===== src/rtl/arith_shift_pkg.sv =====
// arith_shift_pkg: state encoding and default sizes for the arithmetic shift sequencer
package arith_shift_pkg;
  localparam int DEF_WIDTH = 4;
  localparam int DEF_AMT_W = 3;
  localparam logic [1:0] ST_IDLE  = 2'd0;
  localparam logic [1:0] ST_SHIFT = 2'd1;
  localparam logic [1:0] ST_DONE  = 2'd2;
endpackage


===== src/rtl/arith_shift1_right.sv =====
// arith_shift1_right: combinational 1-bit arithmetic right shift with sign replication
module arith_shift1_right #(
  parameter int WIDTH = 4
) (
  input  logic [WIDTH-1:0] a,
  output logic [WIDTH-1:0] x
);
  assign x = {a[WIDTH-1], a[WIDTH-1:1]};
endmodule


===== src/rtl/arith_shift_seq_ctrl.sv =====
// arith_shift_seq_ctrl: one-bit-per-cycle arithmetic right shift sequencer; ARITH_SHIFT_EARLY_EXIT_EN enables early termination
module arith_shift_seq_ctrl
  import arith_shift_pkg::*;
#(
  parameter int WIDTH = DEF_WIDTH,
  parameter int AMT_W = DEF_AMT_W
) (
  input  logic             clk,
  input  logic             rst,
  input  logic             start,
  input  logic [WIDTH-1:0] a,
  input  logic [AMT_W-1:0] amt,
  output logic             busy,
  output logic             done,
  output logic [WIDTH-1:0] x
);
  logic [1:0] state;
  logic [AMT_W-1:0] cnt;
  logic [WIDTH-1:0] sx;
  logic accept, early_a, early_s;
  arith_shift1_right #(.WIDTH(WIDTH)) u_sh (.a(x), .x(sx));
  assign accept = start && (state == ST_IDLE || state == ST_DONE);
`ifdef ARITH_SHIFT_EARLY_EXIT_EN
  assign early_a = &a || ~|a;
  assign early_s = &sx || ~|sx;
`else
  assign early_a = 1'b0;
  assign early_s = 1'b0;
`endif
  assign busy = state == ST_SHIFT;
  assign done = state == ST_DONE;
  // FSM, down-counter and result register
  always_ff @(posedge clk) begin
    if (rst) begin
      state <= ST_IDLE;
      cnt   <= '0;
      x     <= '0;
    end else if (accept) begin
      x     <= a;
      cnt   <= amt;
      state <= (amt == '0 || early_a) ? ST_DONE : ST_SHIFT;
    end else if (state == ST_SHIFT) begin
      x     <= sx;
      cnt   <= cnt - AMT_W'(1);
      state <= (cnt == AMT_W'(1) || early_s) ? ST_DONE : ST_SHIFT;
    end else if (state == ST_DONE) begin
      state <= ST_IDLE;
    end
  end
endmodule


===== config.mk =====
export PLATFORM = sky130hd
export DESIGN_NAME = arith_shift_seq_ctrl
export DESIGN_NICKNAME = d
export VERILOG_FILES = /design/src/rtl/arith_shift_pkg.sv /design/src/rtl/arith_shift1_right.sv /design/src/rtl/arith_shift_seq_ctrl.sv
export SDC_FILE = /design/constraint.sdc
export NUM_CORES = 1
export LEC_CHECK = 0
export BUFFER_PORTS_ARGS = -buffer_cell sky130_fd_sc_hd__clkbuf_2
export CAP_MARGIN = 30
export CORE_AREA = 2 2 39 41
export CTS_CLUSTER_SIZE = 8
export DETAILED_ROUTE_END_ITERATION = 8
export DIE_AREA = 0 0 41 43
export HOLD_SLACK_MARGIN = 0.1
export PLACE_DENSITY = 0.66
export SYNTH_ARGS = -nofsm -noshare
export SYNTH_HDL_FRONTEND = slang
export SYNTH_SLANG_ARGS = --single-unit
export TNS_END_PERCENT = 1

===== constraint.sdc =====
create_clock -name clk -period 1.3 [get_ports clk]
set_input_delay 0.26 -clock clk [delete_from_list [all_inputs] [get_ports clk]]
set_output_delay 0.26 -clock clk [all_outputs]
set_load 0.02 [all_outputs]

==> flow_results.xml, run 1 <==
<?xml version="1.0" encoding="UTF-8"?>
<metrics>
  <group name="status">
    <metric name="outcome" unit="">finished clean</metric>
  </group>
  <group name="sta">
    <metric name="finalClockSkew" unit="ns">0.00378</metric>
    <metric name="timing.final.crit_share" unit="%">99.3</metric>
    <metric name="totalNegativeSetupSlack" unit="ns">0</metric>
    <metric name="timing.final.crit_period" unit="ns">1.29</metric>
    <metric name="max_clock_freq" unit="GHz">0.775</metric>
    <metric name="hold_viol_final" unit="">0</metric>
    <metric name="timing.final.max_slew_violations" unit="">0</metric>
    <metric name="max_slew.worst_pin.slew" unit="ns">0.218</metric>
    <metric name="setup_viol" unit="">0</metric>
    <metric name="worst_slew_margin_rel" unit="%">85.5</metric>
    <metric name="grt_setup_unrepaired" unit="">yes</metric>
  </group>
  <group name="worst_setup_path">
    <metric name="cp_max_fo" unit="">8</metric>
    <metric name="crit_path_cell_trace" unit="">inv_4, ha_4, o21ai_4, buf_12, nor2_1, a211oi_1</metric>
    <metric name="timing.critical_path.slowest_cell_delay" unit="ns">0.38</metric>
    <metric name="regToRegSetupSlack" unit="ns">0.009</metric>
    <metric name="reg2reg_depth" unit="">6</metric>
    <metric name="crit_required" unit="ns">1.47</metric>
    <metric name="worstSetupPathType" unit="">reg2reg</metric>
    <metric name="crit_path_top_delay_cell" unit="">dfxtp_4</metric>
    <metric name="startpoint" unit="">state[1]</metric>
    <metric name="crit_path_start_kind" unit="">flip-flop</metric>
    <metric name="worst_r2r_endpoint" unit="">x[2]</metric>
    <metric name="worst-endpoint-arrival" unit="ns">1.46</metric>
    <metric name="reg_to_reg_start" unit="">state[1]</metric>
    <metric name="cpLargestDelayFamily" unit="">compound AO/OA/AOI/OAI gates</metric>
    <metric name="worst-path-buf-inv" unit="">2</metric>
    <metric name="timing.critical_path.to_type" unit="">flip-flop</metric>
  </group>
  <group name="logic_synthesis">
    <metric name="synth.lib_cells_used.distinct" unit="">22</metric>
    <metric name="syn_avg_cell_area" unit="sq um">9.57</metric>
    <metric name="synth_warn" unit="">0</metric>
    <metric name="synth_edf_count" unit="">0</metric>
    <metric name="yosys_most_used_dff" unit="">dfxtp_1</metric>
    <metric name="syn-cell-area" unit="sq um">517</metric>
    <metric name="synthesis.nets" unit="">69</metric>
    <metric name="synth-async-reset-ratio" unit="%">0</metric>
    <metric name="syn_inst" unit="">54</metric>
    <metric name="seq_area_frac_synth" unit="%">34.9</metric>
    <metric name="synth-seq-cells" unit="">9</metric>
  </group>
  <group name="cells_and_area">
    <metric name="fin_util" unit="%">56.1</metric>
    <metric name="finish.net_count" unit="">95</metric>
    <metric name="final_common_cell" unit="">clkbuf_2</metric>
    <metric name="final_layout_fill_cell_count" unit="">124</metric>
    <metric name="post_route_cells_drive_above_1_share" unit="%">49.4</metric>
    <metric name="syn_to_final_growth" unit="%">50.4</metric>
    <metric name="final_cell_mix" unit="">clkbuf_2, nor2_1, dfxtp_1, buf_4, mux2i_1</metric>
    <metric name="n_antenna_cell" unit="">0</metric>
  </group>
  <group name="grt">
    <metric name="first_global_vias" unit="">426</metric>
    <metric name="pin_count_of_the_biggest_net_entering_global_routing" unit="">17</metric>
    <metric name="globalRouteOverflowTotal" unit="">0</metric>
    <metric name="antenna_found_initial" unit="">0</metric>
    <metric name="first_pass_grt_wire_length" unit="mm">1.64</metric>
    <metric name="track_usage" unit="%">14.0</metric>
  </group>
  <group name="power">
    <metric name="netSwitchingPower" unit="W">0.000393</metric>
    <metric name="combPwrFrac" unit="%">47.2</metric>
    <metric name="vdd_ir_drop_max" unit="V">0.000764</metric>
    <metric name="clockPowerShare" unit="%">19.2</metric>
    <metric name="p_leak" unit="nW">0.325</metric>
    <metric name="power.density" unit="mW/mm^2">1460</metric>
    <metric name="p_sw_share" unit="%">34.8</metric>
    <metric name="power_frac_seq" unit="%">33.6</metric>
    <metric name="internal_power" unit="W">0.000737</metric>
  </group>
  <group name="placed_design">
    <metric name="buffer_ports.inserted" unit="">15</metric>
    <metric name="dp.final_hpwl" unit="um">707</metric>
    <metric name="gp_routability_congestion" unit="">0.772</metric>
  </group>
  <group name="routing">
    <metric name="detailroute.via_count" unit="">481</metric>
    <metric name="ant_nets" unit="">0</metric>
    <metric name="remaining_drc_errors" unit="">0</metric>
    <metric name="drtPass1Iterations" unit="">3</metric>
    <metric name="drt-total-wl" unit="mm">1.16</metric>
    <metric name="routed_wire_length_per_instance" unit="um">12.2</metric>
    <metric name="iteration_0_drc_count_of_the_detailed_router" unit="">2</metric>
    <metric name="viasPerCell" unit="">5.06</metric>
  </group>
  <group name="cts">
    <metric name="worst_setup_hold_path_clk_slew" unit="ns">0.06</metric>
    <metric name="tritoncts" unit="">yes</metric>
    <metric name="cts-root-to-sink-buffers" unit="">2</metric>
    <metric name="cts_sinks" unit="">9</metric>
    <metric name="cts-root-buf" unit="">clkbuf_4</metric>
    <metric name="cts-buffers-inserted" unit="">3</metric>
    <metric name="clock_insertion_delay_worst_skew" unit="ns">0.26</metric>
    <metric name="h-tree-depth" unit="">1</metric>
  </group>
  <group name="hold_path">
    <metric name="hold_path_startpoint" unit="">a[3]</metric>
    <metric name="hold_path_end" unit="">x[3]</metric>
    <metric name="hold_path.class" unit="">in2reg</metric>
    <metric name="worst_hold_path_stage_count" unit="">3</metric>
  </group>
  <group name="die">
    <metric name="initial_utilization" unit="%">37.3</metric>
    <metric name="placementRows" unit="">14</metric>
    <metric name="ios" unit="">16</metric>
    <metric name="core_region" unit="sq mm">0.00138</metric>
    <metric name="chip_height" unit="um">43</metric>
    <metric name="die_area" unit="sq mm">0.00176</metric>
    <metric name="die_width" unit="um">41</metric>
  </group>
  <group name="flow_run">
    <metric name="max-cap-violations" unit="">0</metric>
  </group>
</metrics>
==> layer usage <==
layer  GRT usage, %  wire [um]  part of all wire (%)  vias to the layer above
li1               -          -                     -                      241
met1           15.1        461                    40                      222
met2           21.9        593                    51                       14
met3           4.19         73                   6.3                        4
met4           10.0         31                   2.7                        0
met5              0          0                     0                        -
==> cells by family (layout without fill, tap and decap cells) <==
family          Yosys count  after routing  share of synthesized area, %
simple gates             16             16                          15.0
fa+ha+maj                 5              5                          12.1
flops                     9              9                          34.9
xor+xnor                  2              2                          3.39
mux                       4              4                          7.75
compound gates           11             11                          19.6
buf+inv                   7             32                          7.26
==> cells in the mapped netlist, types with 2 or more instances <==
| library cell | count | area [sq um] |
|---|---|---|
| mux2i_1 | 4 | 40.0 |
| a311oi_1 | 2 | 17.5 |
| nand2_1 | 2 | 7.51 |
| o211ai_1 | 2 | 15.0 |
| dfxtp_1 | 9 | 180 |
| nand2b_1 | 3 | 18.8 |
| a211oi_1 | 3 | 22.5 |
| ha_1 | 5 | 62.6 |
| inv_1 | 4 | 15.0 |
| a211oi_2 | 2 | 25.0 |
| nor2_1 | 7 | 26.3 |
==> metrics by stage <==
step / hold slack (ns) / setup WS [ns] / instance area (sq um) / power (W) / cells
2_1_floorplan: 0.404 / -0.0128 / 522 / 0.000660 / 54
3_3_place_gp: 0.497 / 0.00560 / 629 / 0.000766 / 85
3_5_place_dp: 0.499 / -0.0345 / 629 / 0.000769 / 85
4_1_cts: 0.230 / -0.0426 / 696 / 0.00103 / 92
5_1_grt: 0.253 / -0.0525 / 777 / 0.00122 / 95
6_report: 0.230 / 0.00894 / 777 / 0.00113 / 95
==> worst max-delay path by stage <==
stage                     depth (start not counted)  endpoint
after floorplan                                   6    cnt[0]
after global placement                            6  state[1]
after detailed placement                          6  state[1]
after CTS                                         3      done
after global routing                              6      x[2]
final                                             6      x[2]
==> worst min-delay path: stages <==
cell,delay [ns]
clkbuf_2,0.07
mux2i_1,0.05
nor2_1,0.07
==> registers in the layout, indices dropped and copies added, names as in the netlist <==
register and cells:
x 4, cnt 3, state 2
==> power groups by stage <==
stage / registers (W) / logic (W) / clock network (W)
6_report: 0.000380 / 0.000534 / 0.000217
5_1_grt: 0.000387 / 0.000584 / 0.000245
4_1_cts: 0.000368 / 0.000439 / 0.000223
3_5_place_dp: 0.000369 / 0.000400 / 0
3_3_place_gp: 0.000367 / 0.000399 / 0
2_1_floorplan: 0.000388 / 0.000273 / 0
==> repair_timing <==
action	in CTS	in global routing
gates resized for setup	5	13
pin swaps	3	8
setup buffers	3	2
setup endpoints to repair	9	11
hold buffers	0	0
gates cloned	0	1
==> cell type report <==
class,instances,area [sq um],area share (%)
multi-input cells,38,344,44.3
well taps,16,20.0,2.58
repair buffers,24,179,23.0
inverters,4,20.0,2.58
flip-flops and latches,9,188,24.2
clock buffers,4,26.3,3.38
No activity file was read; power rests on OpenSTA's default activity.
==> run 2: changes to the inputs <==
Settings changed: RECOVER_POWER set to 100.
==> flow_results.xml, run 2 (synthesized netlist as in run 1, its figures left out) <==
<?xml version="1.0" encoding="UTF-8"?>
<metrics>
  <group name="placed_design">
    <metric name="dp.final_hpwl" unit="um">707</metric>
    <metric name="buffer_ports.inserted" unit="">15</metric>
    <metric name="placedCellCount" unit="">85</metric>
    <metric name="postPlaceCellArea" unit="sq um">629</metric>
    <metric name="gp_routability_congestion" unit="">0.772</metric>
  </group>
  <group name="flow_run">
    <metric name="max-cap-violations" unit="">0</metric>
  </group>
  <group name="status">
    <metric name="outcome" unit="">finished clean</metric>
  </group>
  <group name="routing">
    <metric name="remaining_drc_errors" unit="">0</metric>
    <metric name="routed_wire_length_per_instance" unit="um">12.2</metric>
    <metric name="detailroute.via_count" unit="">480</metric>
    <metric name="drtPass1Iterations" unit="">3</metric>
    <metric name="iteration_0_drc_count_of_the_detailed_router" unit="">2</metric>
    <metric name="viasPerCell" unit="">5.05</metric>
    <metric name="drt-total-wl" unit="mm">1.16</metric>
    <metric name="ant_nets" unit="">0</metric>
  </group>
  <group name="sta">
    <metric name="timing.final.crit_period" unit="ns">1.29</metric>
    <metric name="timing.final.crit_share" unit="%">99.3</metric>
    <metric name="hold_viol_final" unit="">0</metric>
    <metric name="worst_slew_margin_rel" unit="%">83.0</metric>
    <metric name="max_slew.worst_pin.slew" unit="ns">0.256</metric>
    <metric name="timing.final.max_slew_violations" unit="">0</metric>
    <metric name="max_clock_freq" unit="GHz">0.775</metric>
    <metric name="totalNegativeSetupSlack" unit="ns">0</metric>
    <metric name="grt_setup_unrepaired" unit="">yes</metric>
    <metric name="setup_viol" unit="">0</metric>
    <metric name="finalClockSkew" unit="ns">0.00397</metric>
  </group>
  <group name="grt">
    <metric name="first_pass_grt_wire_length" unit="mm">1.64</metric>
    <metric name="globalRouteOverflowTotal" unit="">0</metric>
    <metric name="pin_count_of_the_biggest_net_entering_global_routing" unit="">17</metric>
    <metric name="antenna_found_initial" unit="">0</metric>
    <metric name="track_usage" unit="%">14.0</metric>
    <metric name="first_global_vias" unit="">426</metric>
  </group>
  <group name="cells_and_area">
    <metric name="register_name_with_the_most_flops" unit="">x</metric>
    <metric name="syn_to_final_growth" unit="%">49.4</metric>
    <metric name="multiInputGateArea" unit="sq um">344</metric>
    <metric name="final_design_area_no_fill" unit="sq um">772</metric>
    <metric name="n_antenna_cell" unit="">0</metric>
    <metric name="largestRegisters" unit="">x (4), cnt (3), state (2)</metric>
    <metric name="final_common_cell" unit="">clkbuf_2</metric>
    <metric name="fin_util" unit="%">55.8</metric>
    <metric name="final_cell_mix" unit="">clkbuf_2, nor2_1, dfxtp_1, buf_4, clkbuf_1</metric>
    <metric name="finish.net_count" unit="">95</metric>
    <metric name="final-seq-area" unit="sq um">188</metric>
    <metric name="largest_register_ffs" unit="">4</metric>
    <metric name="post_route_cells_drive_above_1_share" unit="%">44.3</metric>
    <metric name="finish.cell_count_without_fillers" unit="">95</metric>
    <metric name="final_layout_fill_cell_count" unit="">126</metric>
  </group>
  <group name="worst_setup_path">
    <metric name="crit_required" unit="ns">1.45</metric>
    <metric name="worst-endpoint-arrival" unit="ns">1.44</metric>
    <metric name="crit_path_start_kind" unit="">flip-flop</metric>
    <metric name="cp_max_fo" unit="">8</metric>
    <metric name="worstSetupPathType" unit="">reg2reg</metric>
    <metric name="timing.critical_path.to_type" unit="">flip-flop</metric>
  </group>
  <group name="die">
    <metric name="core_region" unit="sq mm">0.00138</metric>
    <metric name="die_area" unit="sq mm">0.00176</metric>
    <metric name="die_width" unit="um">41</metric>
    <metric name="ios" unit="">16</metric>
    <metric name="initial_utilization" unit="%">37.3</metric>
    <metric name="chip_height" unit="um">43</metric>
    <metric name="placementRows" unit="">14</metric>
  </group>
  <group name="power">
    <metric name="vdd_ir_drop_max" unit="V">0.000763</metric>
    <metric name="p_leak" unit="nW">0.311</metric>
    <metric name="finalPower" unit="W">0.00113</metric>
    <metric name="power.density" unit="mW/mm^2">1460</metric>
  </group>
  <group name="cts">
    <metric name="cts_sinks" unit="">9</metric>
    <metric name="cts-buffers-inserted" unit="">3</metric>
    <metric name="cts-root-to-sink-buffers" unit="">2</metric>
    <metric name="worst_setup_hold_path_clk_slew" unit="ns">0.06</metric>
    <metric name="h-tree-depth" unit="">1</metric>
    <metric name="tritoncts" unit="">yes</metric>
    <metric name="cts-root-buf" unit="">clkbuf_4</metric>
    <metric name="clock_insertion_delay_worst_skew" unit="ns">0.26</metric>
  </group>
  <group name="hold_path">
    <metric name="hold_path.class" unit="">in2reg</metric>
  </group>
</metrics>
==> run 2: layout make-up <==
type,count,area share [%]
Multi-Input combinational cell,38,44.6
Sequential cell,9,24.3
Timing Repair Buffer,24,22.5
Clock buffer,4,3.40
Inverter,4,2.59
Tap cell,16,2.59
==> run 2: through the flow <==
| step | hold WS [ns] | setup slack [ns] |
|---|---|---|
| after CTS | 0.230 | -0.0426 |
| after global placement | 0.497 | 0.00560 |
| after global routing | 0.253 | -0.0525 |
| after floorplan | 0.404 | -0.0128 |
| final | 0.229 | 0.00926 |
| after detailed placement | 0.499 | -0.0345 |
==> run 2: worst max-delay path, cell delays in order, from the launching register on <==
cell     delay (ns)
dfxtp_4        0.38
inv_4          0.05
ha_4           0.16
o21ai_4        0.21
buf_12         0.15
mux2i_1        0.17
nor2_1         0.05
==> run 2: report_power, final <==
part           total, W  switching, W  internal (W)
clock          0.000217     0.0000984      0.000118
sequential     0.000380     0.0000477      0.000332
combinational  0.000529      0.000247      0.000282
total           0.00113      0.000394      0.000732
==> run 2: repair_timing <==
item / CTS / global route
hold buffers: 0 / 0
setup endpoints to repair: 9 / 11
pin swaps: 3 / 8
gates resized for setup: 5 / 13
gates cloned: 0 / 1
buffers inserted: 3 / 2
==> run 2: worst paths after layout <==
check / start / slack, ns / cells after the start / endpoint
max: state[1] / 0.009 / 6 / x[3]
min: a[3] / 0.23 / 3 / x[3]
max reg2reg: state[1] / 0.009 / 6 / x[3]
min reg2reg: x[3] / 0.53 / 2 / x[3]
==> run 2: routing by layer <==
layer,track usage [%],vias to the layer above,wire length (um)
met4,10.0,0,31
li1,-,240,-
met3,4.19,4,70
met5,0,-,0
met1,15.1,222,463
met2,21.9,14,594
